File: src/rtl/gcd_job_feeder_m_if.sv
// Job-feeder bus: input job stream, result stream and the GCD core control/status lines.
// master = the feeder, slave = its environment (producer, consumer and core).
interface gcd_job_feeder_m_if #(
   parameter int WIDTH = 6
);
   logic             in_valid;
   logic             in_ready;
   logic [WIDTH-1:0] in_a;
   logic [WIDTH-1:0] in_b;

   logic             out_valid;
   logic             out_ready;
   logic [WIDTH-1:0] out_gcd;
   logic [WIDTH-1:0] out_a;
   logic [WIDTH-1:0] out_b;
   logic             out_err;

   logic             gcd_start;
   logic             gcd_reset;
   logic [WIDTH-1:0] gcd_ain;
   logic [WIDTH-1:0] gcd_bin;
   logic [WIDTH-1:0] gcd_out;
   logic             gcd_valid;

   modport master (
      input  in_valid, in_a, in_b, out_ready, gcd_out, gcd_valid,
      output in_ready, out_valid, out_gcd, out_a, out_b, out_err,
             gcd_start, gcd_reset, gcd_ain, gcd_bin
   );

   modport slave (
      output in_valid, in_a, in_b, out_ready, gcd_out, gcd_valid,
      input  in_ready, out_valid, out_gcd, out_a, out_b, out_err,
             gcd_start, gcd_reset, gcd_ain, gcd_bin
   );
endinterface

File: src/rtl/gcd_job_feeder_m.sv
// Job FIFO plus sequencer for the subtractive GCD core; zero operands bypass the core.
// Define GCD_FEED_TIMEOUT_EN to add a WAIT-state watchdog that aborts a stuck job with out_err.
module gcd_job_feeder_m #(
   parameter int WIDTH          = 6,
   parameter int FIFO_DEPTH     = 4,
   parameter int TIMEOUT_CYCLES = 255
) (
   input logic                clk,
   input logic                reset,
   gcd_job_feeder_m_if.master bus
);
   localparam int PTR_W = $clog2(FIFO_DEPTH);

   typedef enum logic [1:0] {IDLE, LAUNCH, WAIT, RESULT} state_t;

   if (FIFO_DEPTH < 2 || (FIFO_DEPTH & (FIFO_DEPTH - 1)) != 0 || TIMEOUT_CYCLES < 1) begin : g_param_check
      $error("gcd_job_feeder_m: FIFO_DEPTH must be a power of 2 >= 2 and TIMEOUT_CYCLES >= 1");
   end

   state_t           state;
   logic [WIDTH-1:0] fifo_a [FIFO_DEPTH];
   logic [WIDTH-1:0] fifo_b [FIFO_DEPTH];
   logic [PTR_W:0]   wr_ptr;
   logic [PTR_W:0]   rd_ptr;
   logic             full;
   logic             empty;
   logic             push;
   logic             pop;
   logic [WIDTH-1:0] head_a;
   logic [WIDTH-1:0] head_b;

   logic             result_valid;
   logic [WIDTH-1:0] result_gcd;
   logic [WIDTH-1:0] job_a;
   logic [WIDTH-1:0] job_b;
   logic             start_pulse;
   logic [WIDTH-1:0] core_a;
   logic [WIDTH-1:0] core_b;

   // The extra pointer bit tells a full FIFO from an empty one when the indices match.
   assign empty  = (wr_ptr == rd_ptr);
   assign full   = (wr_ptr[PTR_W] != rd_ptr[PTR_W]) && (wr_ptr[PTR_W-1:0] == rd_ptr[PTR_W-1:0]);
   assign push   = bus.in_valid && bus.in_ready;
   assign pop    = (state == IDLE) && !empty;
   assign head_a = fifo_a[rd_ptr[PTR_W-1:0]];
   assign head_b = fifo_b[rd_ptr[PTR_W-1:0]];

   always_ff @(posedge clk) begin
      if (push) begin
         fifo_a[wr_ptr[PTR_W-1:0]] <= bus.in_a;
         fifo_b[wr_ptr[PTR_W-1:0]] <= bus.in_b;
      end
   end

   always_ff @(posedge clk) begin
      if (reset) begin
         wr_ptr <= '0;
         rd_ptr <= '0;
      end else begin
         if (push) begin
            wr_ptr <= wr_ptr + (PTR_W + 1)'(1);
         end
         if (pop) begin
            rd_ptr <= rd_ptr + (PTR_W + 1)'(1);
         end
      end
   end

`ifdef GCD_FEED_TIMEOUT_EN
   localparam int TMR_W = $clog2(TIMEOUT_CYCLES + 1);
   logic [TMR_W-1:0] wait_timer;
   logic             result_err;
`endif

   // gcd_valid is still high from the previous job during LAUNCH, so only WAIT looks at it.
   always_ff @(posedge clk) begin
      if (reset) begin
         state        <= IDLE;
         result_valid <= 1'b0;
         result_gcd   <= '0;
         job_a        <= '0;
         job_b        <= '0;
         start_pulse  <= 1'b0;
         core_a       <= '0;
         core_b       <= '0;
`ifdef GCD_FEED_TIMEOUT_EN
         wait_timer   <= '0;
         result_err   <= 1'b0;
`endif
      end else begin
         case (state)
            IDLE: begin
               if (!empty) begin
                  job_a <= head_a;
                  job_b <= head_b;
                  if (head_a == '0 || head_b == '0) begin
                     result_gcd   <= head_a | head_b;
                     result_valid <= 1'b1;
`ifdef GCD_FEED_TIMEOUT_EN
                     result_err   <= 1'b0;
`endif
                     state        <= RESULT;
                  end else begin
                     core_a      <= head_a;
                     core_b      <= head_b;
                     start_pulse <= 1'b1;
                     state       <= LAUNCH;
                  end
               end
            end
            LAUNCH: begin
               start_pulse <= 1'b0;
`ifdef GCD_FEED_TIMEOUT_EN
               wait_timer  <= '0;
`endif
               state       <= WAIT;
            end
            WAIT: begin
               if (bus.gcd_valid) begin
                  result_gcd   <= bus.gcd_out;
                  result_valid <= 1'b1;
`ifdef GCD_FEED_TIMEOUT_EN
                  result_err   <= 1'b0;
`endif
                  state        <= RESULT;
               end
`ifdef GCD_FEED_TIMEOUT_EN
               else if (wait_timer == TMR_W'(TIMEOUT_CYCLES - 1)) begin
                  result_gcd   <= '0;
                  result_err   <= 1'b1;
                  result_valid <= 1'b1;
                  state        <= RESULT;
               end else begin
                  wait_timer <= wait_timer + TMR_W'(1);
               end
`endif
            end
            RESULT: begin
               if (bus.out_ready) begin
                  result_valid <= 1'b0;
                  state        <= IDLE;
               end
            end
            default: begin
               state <= IDLE;
            end
         endcase
      end
   end

   assign bus.in_ready  = !full && !reset;
   assign bus.out_valid = result_valid;
   assign bus.out_gcd   = result_gcd;
   assign bus.out_a     = job_a;
   assign bus.out_b     = job_b;
   assign bus.gcd_start = start_pulse;
   assign bus.gcd_reset = reset;
   assign bus.gcd_ain   = core_a;
   assign bus.gcd_bin   = core_b;
`ifdef GCD_FEED_TIMEOUT_EN
   assign bus.out_err   = result_err;
`else
   assign bus.out_err   = 1'b0;
`endif
endmodule
File: src/flat_wrapper.sv
// flat-port wrapper written by rule: the top's interface ports become plain ports
module gcd_job_feeder_m_flat 
#(
   parameter int WIDTH          = 6,
   parameter int FIFO_DEPTH     = 4,
   parameter int TIMEOUT_CYCLES = 255
)
  (clk, reset, bus_in_valid, bus_in_a, bus_in_b, bus_out_ready, bus_gcd_out, bus_gcd_valid, bus_in_ready, bus_out_valid, bus_out_gcd, bus_out_a, bus_out_b, bus_out_err, bus_gcd_start, bus_gcd_reset, bus_gcd_ain, bus_gcd_bin);
  gcd_job_feeder_m_if #(.WIDTH(WIDTH)) bus_i ();
  input logic clk;
  input logic reset;
  input wire logic [$bits(bus_i.in_valid)-1:0] bus_in_valid;
  input wire logic [$bits(bus_i.in_a)-1:0] bus_in_a;
  input wire logic [$bits(bus_i.in_b)-1:0] bus_in_b;
  input wire logic [$bits(bus_i.out_ready)-1:0] bus_out_ready;
  input wire logic [$bits(bus_i.gcd_out)-1:0] bus_gcd_out;
  input wire logic [$bits(bus_i.gcd_valid)-1:0] bus_gcd_valid;
  output wire logic [$bits(bus_i.in_ready)-1:0] bus_in_ready;
  output wire logic [$bits(bus_i.out_valid)-1:0] bus_out_valid;
  output wire logic [$bits(bus_i.out_gcd)-1:0] bus_out_gcd;
  output wire logic [$bits(bus_i.out_a)-1:0] bus_out_a;
  output wire logic [$bits(bus_i.out_b)-1:0] bus_out_b;
  output wire logic [$bits(bus_i.out_err)-1:0] bus_out_err;
  output wire logic [$bits(bus_i.gcd_start)-1:0] bus_gcd_start;
  output wire logic [$bits(bus_i.gcd_reset)-1:0] bus_gcd_reset;
  output wire logic [$bits(bus_i.gcd_ain)-1:0] bus_gcd_ain;
  output wire logic [$bits(bus_i.gcd_bin)-1:0] bus_gcd_bin;
  assign bus_i.in_valid = bus_in_valid;
  assign bus_i.in_a = bus_in_a;
  assign bus_i.in_b = bus_in_b;
  assign bus_i.out_ready = bus_out_ready;
  assign bus_i.gcd_out = bus_gcd_out;
  assign bus_i.gcd_valid = bus_gcd_valid;
  assign bus_in_ready = bus_i.in_ready;
  assign bus_out_valid = bus_i.out_valid;
  assign bus_out_gcd = bus_i.out_gcd;
  assign bus_out_a = bus_i.out_a;
  assign bus_out_b = bus_i.out_b;
  assign bus_out_err = bus_i.out_err;
  assign bus_gcd_start = bus_i.gcd_start;
  assign bus_gcd_reset = bus_i.gcd_reset;
  assign bus_gcd_ain = bus_i.gcd_ain;
  assign bus_gcd_bin = bus_i.gcd_bin;
  gcd_job_feeder_m #(.WIDTH(WIDTH), .FIFO_DEPTH(FIFO_DEPTH), .TIMEOUT_CYCLES(TIMEOUT_CYCLES)) u_core (.clk(clk), .reset(reset), .bus(bus_i));
endmodule
File: config.mk
export PLATFORM = sky130hd
export DESIGN_NAME = gcd_job_feeder_m_flat
export DESIGN_NICKNAME = d
export VERILOG_FILES = /design/src/rtl/gcd_job_feeder_m_if.sv /design/src/rtl/gcd_job_feeder_m.sv /design/src/flat_wrapper.sv
export SDC_FILE = /design/constraint.sdc
export NUM_CORES = 1
export LEC_CHECK = 0
export ABC_CLOCK_PERIOD_IN_PS = 2750
export CAP_MARGIN = 20
export CORE_MARGIN = 1
export CORE_UTILIZATION = 53
export DETAILED_ROUTE_END_ITERATION = 8
export PLACE_DENSITY = 0.77
export REMOVE_ABC_BUFFERS = 1
export SLEW_MARGIN = 40
export SYNTH_ARGS = -nofsm -noshare
export SYNTH_HDL_FRONTEND = slang
export SYNTH_SLANG_ARGS = --single-unit
File: constraint.sdc
create_clock -name clk -period 2.75 [get_ports clk]
set_input_delay 0.55 -clock clk [delete_from_list [all_inputs] [get_ports clk]]
set_output_delay 0.55 -clock clk [all_outputs]
set_load 0.03 [all_outputs]
# --- Yosys cells after proc, flatten, opt, wreduce, memory -nomap -nowiden ---
# Memory sizes are Yosys's and may differ from the RTL's. A register that Yosys moved wholly into a read port is not among the register bits.
# Cells that the tools add are included.
word_totals:
  ff_bits: 40
  ramBits: 48
  inputBits: 23
  wordCells: 71
  n_memories: 2
mem_list:
  columns: ["memory", "words", "width", "rd", "rd_clocked_by_memory_dff", "write_ports", "line", "text"]
  rows:
  - ["u_core.fifo_a", 4, 6, 1, 1, 1, "gcd_job_feeder_m.sv:21", "logic [WIDTH-1:0] fifo_a [FIFO_DEPTH];"]
  - ["u_core.fifo_b", 4, 6, 1, 1, 1, "gcd_job_feeder_m.sv:22", "logic [WIDTH-1:0] fifo_b [FIFO_DEPTH];"]
op_classes:
  n_addsub: 2
  eq_ne: 11
  mux: 23
  bitwise: 3
  reduce_logical: 20
op_table:
  columns: ["operator", "n"]
  rows:
  - ["two-way mux 6 bit", 3]
  - ["two-way mux 2 bit", 8]
  - ["logical NOT 6 bit", 2]
  - ["case mux 6 bit (2 select lines)", 1]
  - ["!= test 2 bit (second input constant)", 5]
  - ["AND reduction 3 bit", 3]
  - ["two-way mux 1 bit", 8]
  - ["case mux 2 bit (4 select lines)", 1]
  - ["adder 3 x 1 -> 3 bit (second input constant)", 2]
  - ["OR 6 bit", 1]
  - ["AND reduction 5 bit", 1]
  - ["equality test 2 bit (second input constant)", 2]
  - ["logical AND 1 bit", 4]
  - ["AND reduction 4 bit", 1]
  - ["nonzero test 2 bit", 2]
  - ["equality test 3 bit", 1]
  - ["logical NOT 1 bit", 3]
  - ["case mux 1 bit (3 select lines)", 1]
  - ["nonzero test 3 bit", 1]
  - ["equality test 2 x 1 -> 1 bit (second input constant)", 1]
  - ["equality test 2 bit", 1]
  - ["logical NOT 2 bit", 1]
  - ["inverter 1 bit", 2]
  - ["case mux 1 bit (2 select lines)", 1]
  - ["other kinds (3)", 3]

# --- Logic depth before layout (Yosys ltp) ---
# Gate-level depths: netlist of the first run.
logic_depth:
  word_depth: 7
  ltp_mapped: 7
  depth_no_buf: 7

# --- Worst setup path before layout of the first run ---
# No wires, ideal clock.
synth_path:
  kind: "register -> register"
  from: "reg (tool-made name)"
  to: "reg u_core.result_valid, in the netlist u_core.bus.out_valid"
  t_arrival_ns: 2.134
  path_slack_ns: 0.492
  path_stages_with_launch: 7
  path_buffers: 1
  synth_period_minus_slack_ns: 2.258
  cell_sequence: "dfxtp_1 > buf_6 > mux4_2 > nor4_4 > a22oi_4 > a211oi_2 > mux2_1"
synth_rtl:
  columns: ["element", "line", "text"]
  rows:
  - ["end signal: assignment", "gcd_job_feeder_m.sv:79", "result_valid <= 1'b0;"]
  - ["end signal: assignment", "gcd_job_feeder_m.sv:98", "result_valid <= 1'b1;"]
  - ["end signal: assignment", "gcd_job_feeder_m.sv:121", "result_valid <= 1'b1;"]
  - ["end: declaration", "gcd_job_feeder_m.sv:32", "logic result_valid;"]

==> results.cfg, run 1 <==
[logic_synthesis]
yosysTopAreaCell = edfxtp_1
synthFlopType = edfxtp_1
synth.most_common_cell = edfxtp_1
synthTopCellsByArea = edfxtp_1 39%, dfxtp_1 22%, mux4_2 5.4%, a21oi_1 3.3%, ha_1 3.3%
syn_area_sq_um = 3740
yosysUniqueCellTypes = 40
synth_top_area_frac = 0.385
synth_edf_count = 48
syn_inst = 294
yosysSeqAreaShare = 0.610
synth_common_cells = 48 x edfxtp_1, 42 x dfxtp_1, 30 x nand2_1, 25 x a21oi_1
ys_ff_latch = 90
synth.avg_cell_area_sq_um = 12.7
ys_warn_count = 0
ys_async_sr_fraction = 0

[worst_setup_path]
reg2reg_slack_ns = 0.34
cp.required_ns = 3.00
cp_slowest_cell = mux4_1
path_cells = buf_4 -> mux4_1 -> nor4_4 -> a22oi_4 -> a211oi_2 -> mux2_1
r2r-end = u_core.bus.out_valid
ff2ff_path_depth = 6
cp_top_family = multiplexers
endpoint_kind = flip-flop
path_buf_inv = 1
worst_setup_path_start_kind = flip-flop
path_max_fanout = 6
worst-setup-path-type = reg2reg
slowest_delay_ns = 0.63
crit_arrival_ns = 2.66

[timing]
max_slew_margin = 0.490
clock_skew_ns = 0.0102
rsz0062_at_grt = no
setup_tns_ns = 0
fin_crit_ns = 2.41
fin_crit_sh = 0.877
drv_slew = 0
hold_viol = 0
worstMarginPinSlew_ns = 0.762
setup_slack_ns = 0.338
fmax_mhz = 415
setup_viol_count_final = 0
worst_hold_slack_ns = 0.461

[global_route]
grt_util_met3 = 0.0404
antenna_found_initial = 0
grt_max_degree = 54
grtUsageMet2 = 0.338
grt_use_met1 = 0.289
grt_overflow = 0
grt.busiest_layer = met2
track_usage = 0.213
grt_pass1_vias = 2381
grt_pass1_wl_um = 11800

[power]
cellPowerDensity_nw_per_um2 = 961
peakVddDrop_uv = 427
leakagePower_nw = 1.64

[die]
die_height_um = 86.0
placementRows = 30
ioPinCount = 58
coreArea_sq_um = 6790
start_util = 0.551
die_width_um = 86.0
dieArea_sq_um = 7400

[cells_and_area]
diodes = 0
layout-drive-gt1-share = 0.133
seq_area_sq_um = 2280
multi_input_area_sq_um = 1330
nFillCells = 489
area_growth_pct = 24.1
fin_nets = 390
post-route-cell-area_sq_um = 4650

[drt]
drc = 0
drt-initial-drc-count = 195
antenna_left = 0
vias_per_cell = 5.36
first_pass_iters = 5
vias = 2454
finalWirelength_um = 7170
wire_per_inst_um = 15.6

[min_path]
min_path_type = reg2reg
min_to = u_core.bus.out_b[1]
holdPathStages = 2
min_from = u_core.bus.out_b[1]

[clocking]
cts.sinks = 90
cts_made_buffers = 9
root_buffer = clkbuf_8
cts.path.max_buffers = 2
clk_pin_slew_ns = 0.10
postCtsSetupBuffers = 0
cts_tree = done
htreeDepth = 3
cts_resized = 0
clk_latency_ns = 0.35
cts_hold_buf = 0

[place]
pre_cts_ws_ns = 0.337
routabilityCongestion = 0.795
port_buffers = 56
place_area_sq_um = 4450
hpwlAfterDp_um = 4950

[status]
status = finished clean

[job]
cap_violations = 0
[worst max-delay path by stage]
stage | depth (start not counted) | slack [ns] | from | endpoint
after floorplan | 5 | 0.11 | flip-flop | u_core.bus.out_valid
after global placement | 6 | 0.41 | flip-flop | u_core.bus.out_valid
after detailed placement | 6 | 0.34 | flip-flop | u_core.bus.out_valid
after CTS | 6 | 0.32 | flip-flop | u_core.bus.out_valid
after global routing | 5 | 0.23 | flip-flop | u_core.bus.out_valid
final | 6 | 0.34 | flip-flop | u_core.bus.out_valid
[metrics by stage]
stage           util  total power [mW]  instances
6_report       0.684              4.46        458
5_1_grt        0.684              4.73        458
4_1_cts        0.684              4.49        458
3_5_place_dp   0.655              3.62        442
3_3_place_gp   0.655              3.58        442
2_1_floorplan      -              2.97        277
[registers in the layout (all words and copies together) (netlist names), named ones only]
| name | cells |
|---|---|
| u_core.bus.out_valid | 1 |
| u_core.bus.out_b | 6 |
| u_core.state | 2 |
| u_core.bus.out_gcd | 6 |
| u_core.wr_ptr | 3 |
| u_core.bus.out_a | 6 |
| u_core.bus.gcd_ain | 6 |
| u_core.bus.gcd_bin | 6 |
| u_core.rd_ptr | 3 |
| u_core.fifo_b | 24 |
| u_core.bus.gcd_start | 1 |
| u_core.fifo_a | 24 |
[tightest hold or removal path, cell delays in order, from the launching register on]
cell	delay, ns
dfxtp_1	0.32
nand2_1	0.05
a21oi_1	0.05
[metal layers]
layer  part of all wire  wire [um]
met3              0.042        300
met4              0.011         78
met5                  0          0
met2               0.50       3590
met1               0.45       3190
[cell type report]
cell class              instances  share of cell area
well taps                      96              0.0259
repair buffers                 69               0.143
flip-flops and latches         90               0.491
clock inverters                 7              0.0151
inverters                      14              0.0113
multi-input cells             173               0.287
clock buffers                   9              0.0267
[power by group]
group	switching, mW	internal (mW)	leakage, nW
sequential	0.137	1.62	0.779
clock	0.512	0.358	0.0977
combinational	1.08	0.748	0.764
total	1.73	2.73	1.64
[layout by cell type, fill, tap and decap left out, drive strengths merged, types with 10 or more instances in the layout]
cell type / Yosys / final
clkdlybuf4s50: 0 / 54
edfxtp: 48 / 48
dfxtp: 42 / 42
nand2: 30 / 30
a21oi: 25 / 25
inv: 14 / 19
buf: 5 / 15
nand3: 14 / 14
nor2: 12 / 12
o21ai: 12 / 12
mux4: 12 / 12
ha: 10 / 10
[cells by family after synthesis]
| logic type | Yosys count | share of synthesized area |
|---|---|---|
| flops | 90 | 0.610 |
| simple gates | 79 | 0.106 |
| compound gates | 55 | 0.0983 |
| buf+inv | 31 | 0.0364 |
| mux | 20 | 0.0969 |
| fa+ha+maj | 10 | 0.0334 |
| xor+xnor | 8 | 0.0187 |
| other cells | 1 | 0.00100 |
Note: power is estimated with default switching activity, not from simulation.
==> run 2: changes to the inputs <==
- HOLD_SLACK_MARGIN: default -> 0.05
- RECOVER_POWER: default -> 100
- SETUP_SLACK_MARGIN: default -> 0.05
==> results.cfg, run 2 (same netlist as run 1, synthesis figures left out) <==
[status]
status = finished clean

[drt]
finalWirelength_um = 7140
vias_per_cell = 5.40
antenna_left = 0
vias = 2471
wire_per_inst_um = 15.6
first_pass_iters = 4
drc = 0
drt-initial-drc-count = 175

[power]
leakagePower_nw = 1.68
p_total_mw = 4.37
cellPowerDensity_nw_per_um2 = 952
peakVddDrop_uv = 430

[worst_setup_path]
cp.required_ns = 2.20
slowest_delay_ns = 0.55
worst_setup_path_start_kind = input pin
crit_arrival_ns = 1.95
path_cells = clkdlybuf4s50_1 -> clkbuf_4 -> a31oi_1 -> buf_4
endpoint_kind = output pin
path_max_fanout = 53
worst-setup-path-type = in2out
cp_slowest_cell = clkdlybuf4s50_1

[cells_and_area]
stdcell_count = 458
final_common_cell = edfxtp_1
area_growth_pct = 22.7
fin_nets = 390
layout-drive-gt1-share = 0.119
layout_common_cells = 48 x edfxtp_1, 44 x dlygate4sd3_1, 42 x dfxtp_1
post-route-cell-area_sq_um = 4590
nFillCells = 498
diodes = 0

[global_route]
grt_pass1_wl_um = 11800
antenna_found_initial = 0
track_usage = 0.213
grt_overflow = 0
grt_max_degree = 54
grt_pass1_vias = 2381

[clocking]
clk_pin_slew_ns = 0.10
root_buffer = clkbuf_8
clk_latency_ns = 0.36
cts_hold_buf = 0
cts.sinks = 90
htreeDepth = 3
cts.path.max_buffers = 2
cts_made_buffers = 9
cts_resized = 0
cts_tree = done
postCtsSetupBuffers = 0

[timing]
setup_tns_ns = 0
drv_slew = 0
max_slew_margin = 0.479
setup_viol_count_final = 0
hold_viol = 0
worstMarginPinSlew_ns = 0.782
rsz0062_at_grt = no
fin_crit_sh = 0.909
fin_crit_ns = 2.50
fmax_mhz = 400
clock_skew_ns = 0.0110

[job]
cap_violations = 0

[die]
die_height_um = 86.0
start_util = 0.551
placementRows = 30
ioPinCount = 58
coreArea_sq_um = 6790
dieArea_sq_um = 7400
die_width_um = 86.0

[place]
hpwlAfterDp_um = 4950
dpl.cell_count = 442
routabilityCongestion = 0.795
port_buffers = 56
place_area_sq_um = 4450

[min_path]
min_path_type = reg2reg
==> run 2: cell types whose count changed in the layout (fill, tap and decap cells not counted), moves of 2 or more <==
cell / change
clkbuf_2: +2
and2_0: +3
dlygate4sd3_1: +44
and2_1: -3
clkdlybuf4s50_1: -44
buf_4: -7
clkbuf_1: +5
==> run 2: per-layer routing <==
metal | global-route usage | part of all wire | up-vias
met5 | 0 | 0 | -
met4 | 0.0924 | 0.014 | 0
met3 | 0.0404 | 0.034 | 9
met2 | 0.338 | 0.50 | 63
met1 | 0.289 | 0.45 | 1203
li1 | - | - | 1196
==> run 2: critical path: cells and delay by family <==
family,cells,cell delay [ns]
compound gates,1,0.09
buf+inv,3,1.28
==> run 2: through the flow <==
| step | setup slack (ns) | hold slack (ns) | utilization |
|---|---|---|---|
| final | 0.249 | 0.456 | 0.676 |
| after global routing | 0.137 | 0.479 | 0.676 |
| after CTS | 0.323 | 0.460 | 0.684 |
| after detailed placement | 0.337 | 0.446 | 0.655 |
| after global placement | 0.411 | 0.447 | 0.655 |
| after floorplan | 0.107 | 0.473 | - |
==> run 2: cell type report <==
type / count / area, sq um / area share
clock buffers: 9 / 124 / 0.0270
repair buffers: 69 / 629 / 0.137
multi-input cells: 173 / 1310 / 0.286
inverters: 14 / 52.6 / 0.0114
well taps: 96 / 120 / 0.0262
flip-flops and latches: 90 / 2280 / 0.497
clock inverters: 7 / 70.1 / 0.0153
==> run 2: worst paths after layout <==
check	startpoint	slack, ns	endpoint	cells after the start
max	reset	0.25	bus_in_ready	4
min	u_core.bus.out_b[1]	0.46	u_core.bus.out_b[1]	2
max reg2reg	flip-flop	0.31	u_core.bus.out_valid	6
min reg2reg	u_core.bus.out_b[1]	0.46	u_core.bus.out_b[1]	2
==> run 2: power by group <==
group / internal, mW / switching (mW) / total, mW
registers: 1.62 / 0.130 / 1.75
clock network: 0.358 / 0.519 / 0.877
logic: 0.674 / 1.07 / 1.74
==> run 3: changes to the inputs <==
- ABC_CLOCK_PERIOD_IN_PS: 2750 -> 3100
- CORE_UTILIZATION: 53 -> 57
- PLACE_DENSITY: 0.77 -> default
- PLACE_DENSITY_LB_ADDON: default -> 0.3
- clock period: 2.75 -> 3.1 ns (I/O delays scaled with it)
==> results.cfg, run 3 (same netlist as run 1, synthesis figures left out) <==
[drt]
drc = 0
vias = 2447
antenna_left = 0
finalWirelength_um = 7300
first_pass_iters = 4
wire_per_inst_um = 16.9
vias_per_cell = 5.68
drt-initial-drc-count = 136

[power]
p_seq_frac = 0.398
peakVddDrop_uv = 652
p_clk_frac = 0.212
cellPowerDensity_nw_per_um2 = 859
leakagePower_nw = 1.68
power.internal_mw = 2.40
p_comb_frac = 0.390
power.net_switching_mw = 1.51
power.share.switching = 0.386

[clocking]
cts_tree = done
root_buffer = clkbuf_8
clk_pin_slew_ns = 0.09
cts.path.max_buffers = 2
cts_resized = 0
htreeDepth = 3
cts_hold_buf = 0
cts_made_buffers = 9
cts.sinks = 90
postCtsSetupBuffers = 0
clk_latency_ns = 0.36

[timing]
drv_slew = 0
setup_tns_ns = 0
max_slew_margin = 0.259
fin_crit_ns = 2.66
fmax_mhz = 377
setup_slack_ns = 0.445
clock_skew_ns = 0.00955
setup_viol_count_final = 0
rsz0062_at_grt = no
hold_viol = 0
fin_crit_sh = 0.857
worstMarginPinSlew_ns = 1.11

[worst_setup_path]
crit_arrival_ns = 2.92
worst-setup-path-type = reg2reg
worst_setup_path_start_kind = flip-flop
reg2reg_slack_ns = 0.44
endpoint_kind = flip-flop
path_cells = clkbuf_2 -> mux4_2 -> nor4_4 -> a22oi_4 -> a211oi_1 -> mux2_1
ff2ff_path_depth = 6
cp.required_ns = 3.36
cp_slowest_cell = mux4_2
path_max_fanout = 16
slowest_delay_ns = 0.62

[global_route]
track_usage = 0.229
antenna_found_initial = 0
grt_max_degree = 45
grt_pass1_wl_um = 11900
grt_pass1_vias = 2386
grt_overflow = 0

[die]
ioPinCount = 58
coreArea_sq_um = 6350
placementRows = 29
start_util = 0.590
dieArea_sq_um = 6900
die_width_um = 83.0
die_height_um = 83.0

[cells_and_area]
layout-drive-gt1-share = 0.0989
final_common_cell = edfxtp_1
nFillCells = 437
area_growth_pct = 21.5
fin_nets = 382
layout_common_cells = 48 x edfxtp_1, 46 x dlygate4sd3_1, 42 x dfxtp_1
diodes = 0
final_util = 0.716

[min_path]
holdPathStages = 2
min_from = u_core.bus.out_a[1]
min_path_type = reg2reg

[status]
status = finished clean

[job]
cap_violations = 0

[place]
routabilityCongestion = 0.812
hpwlAfterDp_um = 5060
port_buffers = 56
pre_cts_ws_ns = 0.529
## run 3: cell count changes in the layout (fill, tap and decap cells not counted), sizes merged
cell           previous run  this run
bufinv                    0         1
inv                      19        17
clkinv                    1         2
buf                       7         2
dlygate4sd3              44        46
clkdlybuf4s50            10         9
clkbuf                   17        13
## run 3: cell type report
type / count / area (sq um) / share of cell area
Clock inverter: 7 / 86.3 / 0.0190
Tap cell: 77 / 96.3 / 0.0212
Multi-Input combinational cell: 173 / 1330 / 0.292
Timing Repair Buffer: 61 / 579 / 0.127
Clock buffer: 9 / 124 / 0.0272
Sequential cell: 90 / 2280 / 0.502
Inverter: 14 / 52.6 / 0.0116
## run 3: layer usage
layer | GRT usage | part of all wire | vias to the layer above
li1 | - | - | 1180
met1 | 0.315 | 0.44 | 1183
met2 | 0.349 | 0.49 | 75
met3 | 0.0726 | 0.055 | 9
met4 | 0.0752 | 0.012 | 0
met5 | 0 | 0 | -
## run 3: power groups by stage
stage	Sequential (mW)	Clock (mW)	Combinational [mW]
floorplan	1.85	0	0.786
global placement	1.58	0	1.56
detailed placement	1.59	0	1.58
CTS	1.56	0.845	1.60
global route	1.58	0.901	1.65
finish	1.55	0.829	1.52
## run 3: worst paths after layout
check / end
worst max-delay path: u_core.bus.out_valid
worst min-delay path: u_core.bus.out_a[1]
worst max register to register: u_core.bus.out_valid
worst min register to register: u_core.bus.out_a[1]
## run 3: critical path: cells and delay by family (launching register included)
kind / cells / cell delay (ns)
buffers and inverters: 1 / 0.35
DFF: 1 / 0.38
AOI/OAI and AO/OA: 2 / 0.49
muxes: 2 / 0.96
and+or+nand+nor: 1 / 0.37
## run 3: metrics by stage
step                total power, mW  std cells  hold WS, ns  cell area, sq um
floorplan                      2.63        277        0.473              3660
global placement               3.14        415        0.446              4360
detailed placement             3.18        415        0.452              4360
CTS                            4.00        431        0.465              4570
global route                   4.14        431        0.490              4550
finish                         3.91        431        0.459              4550
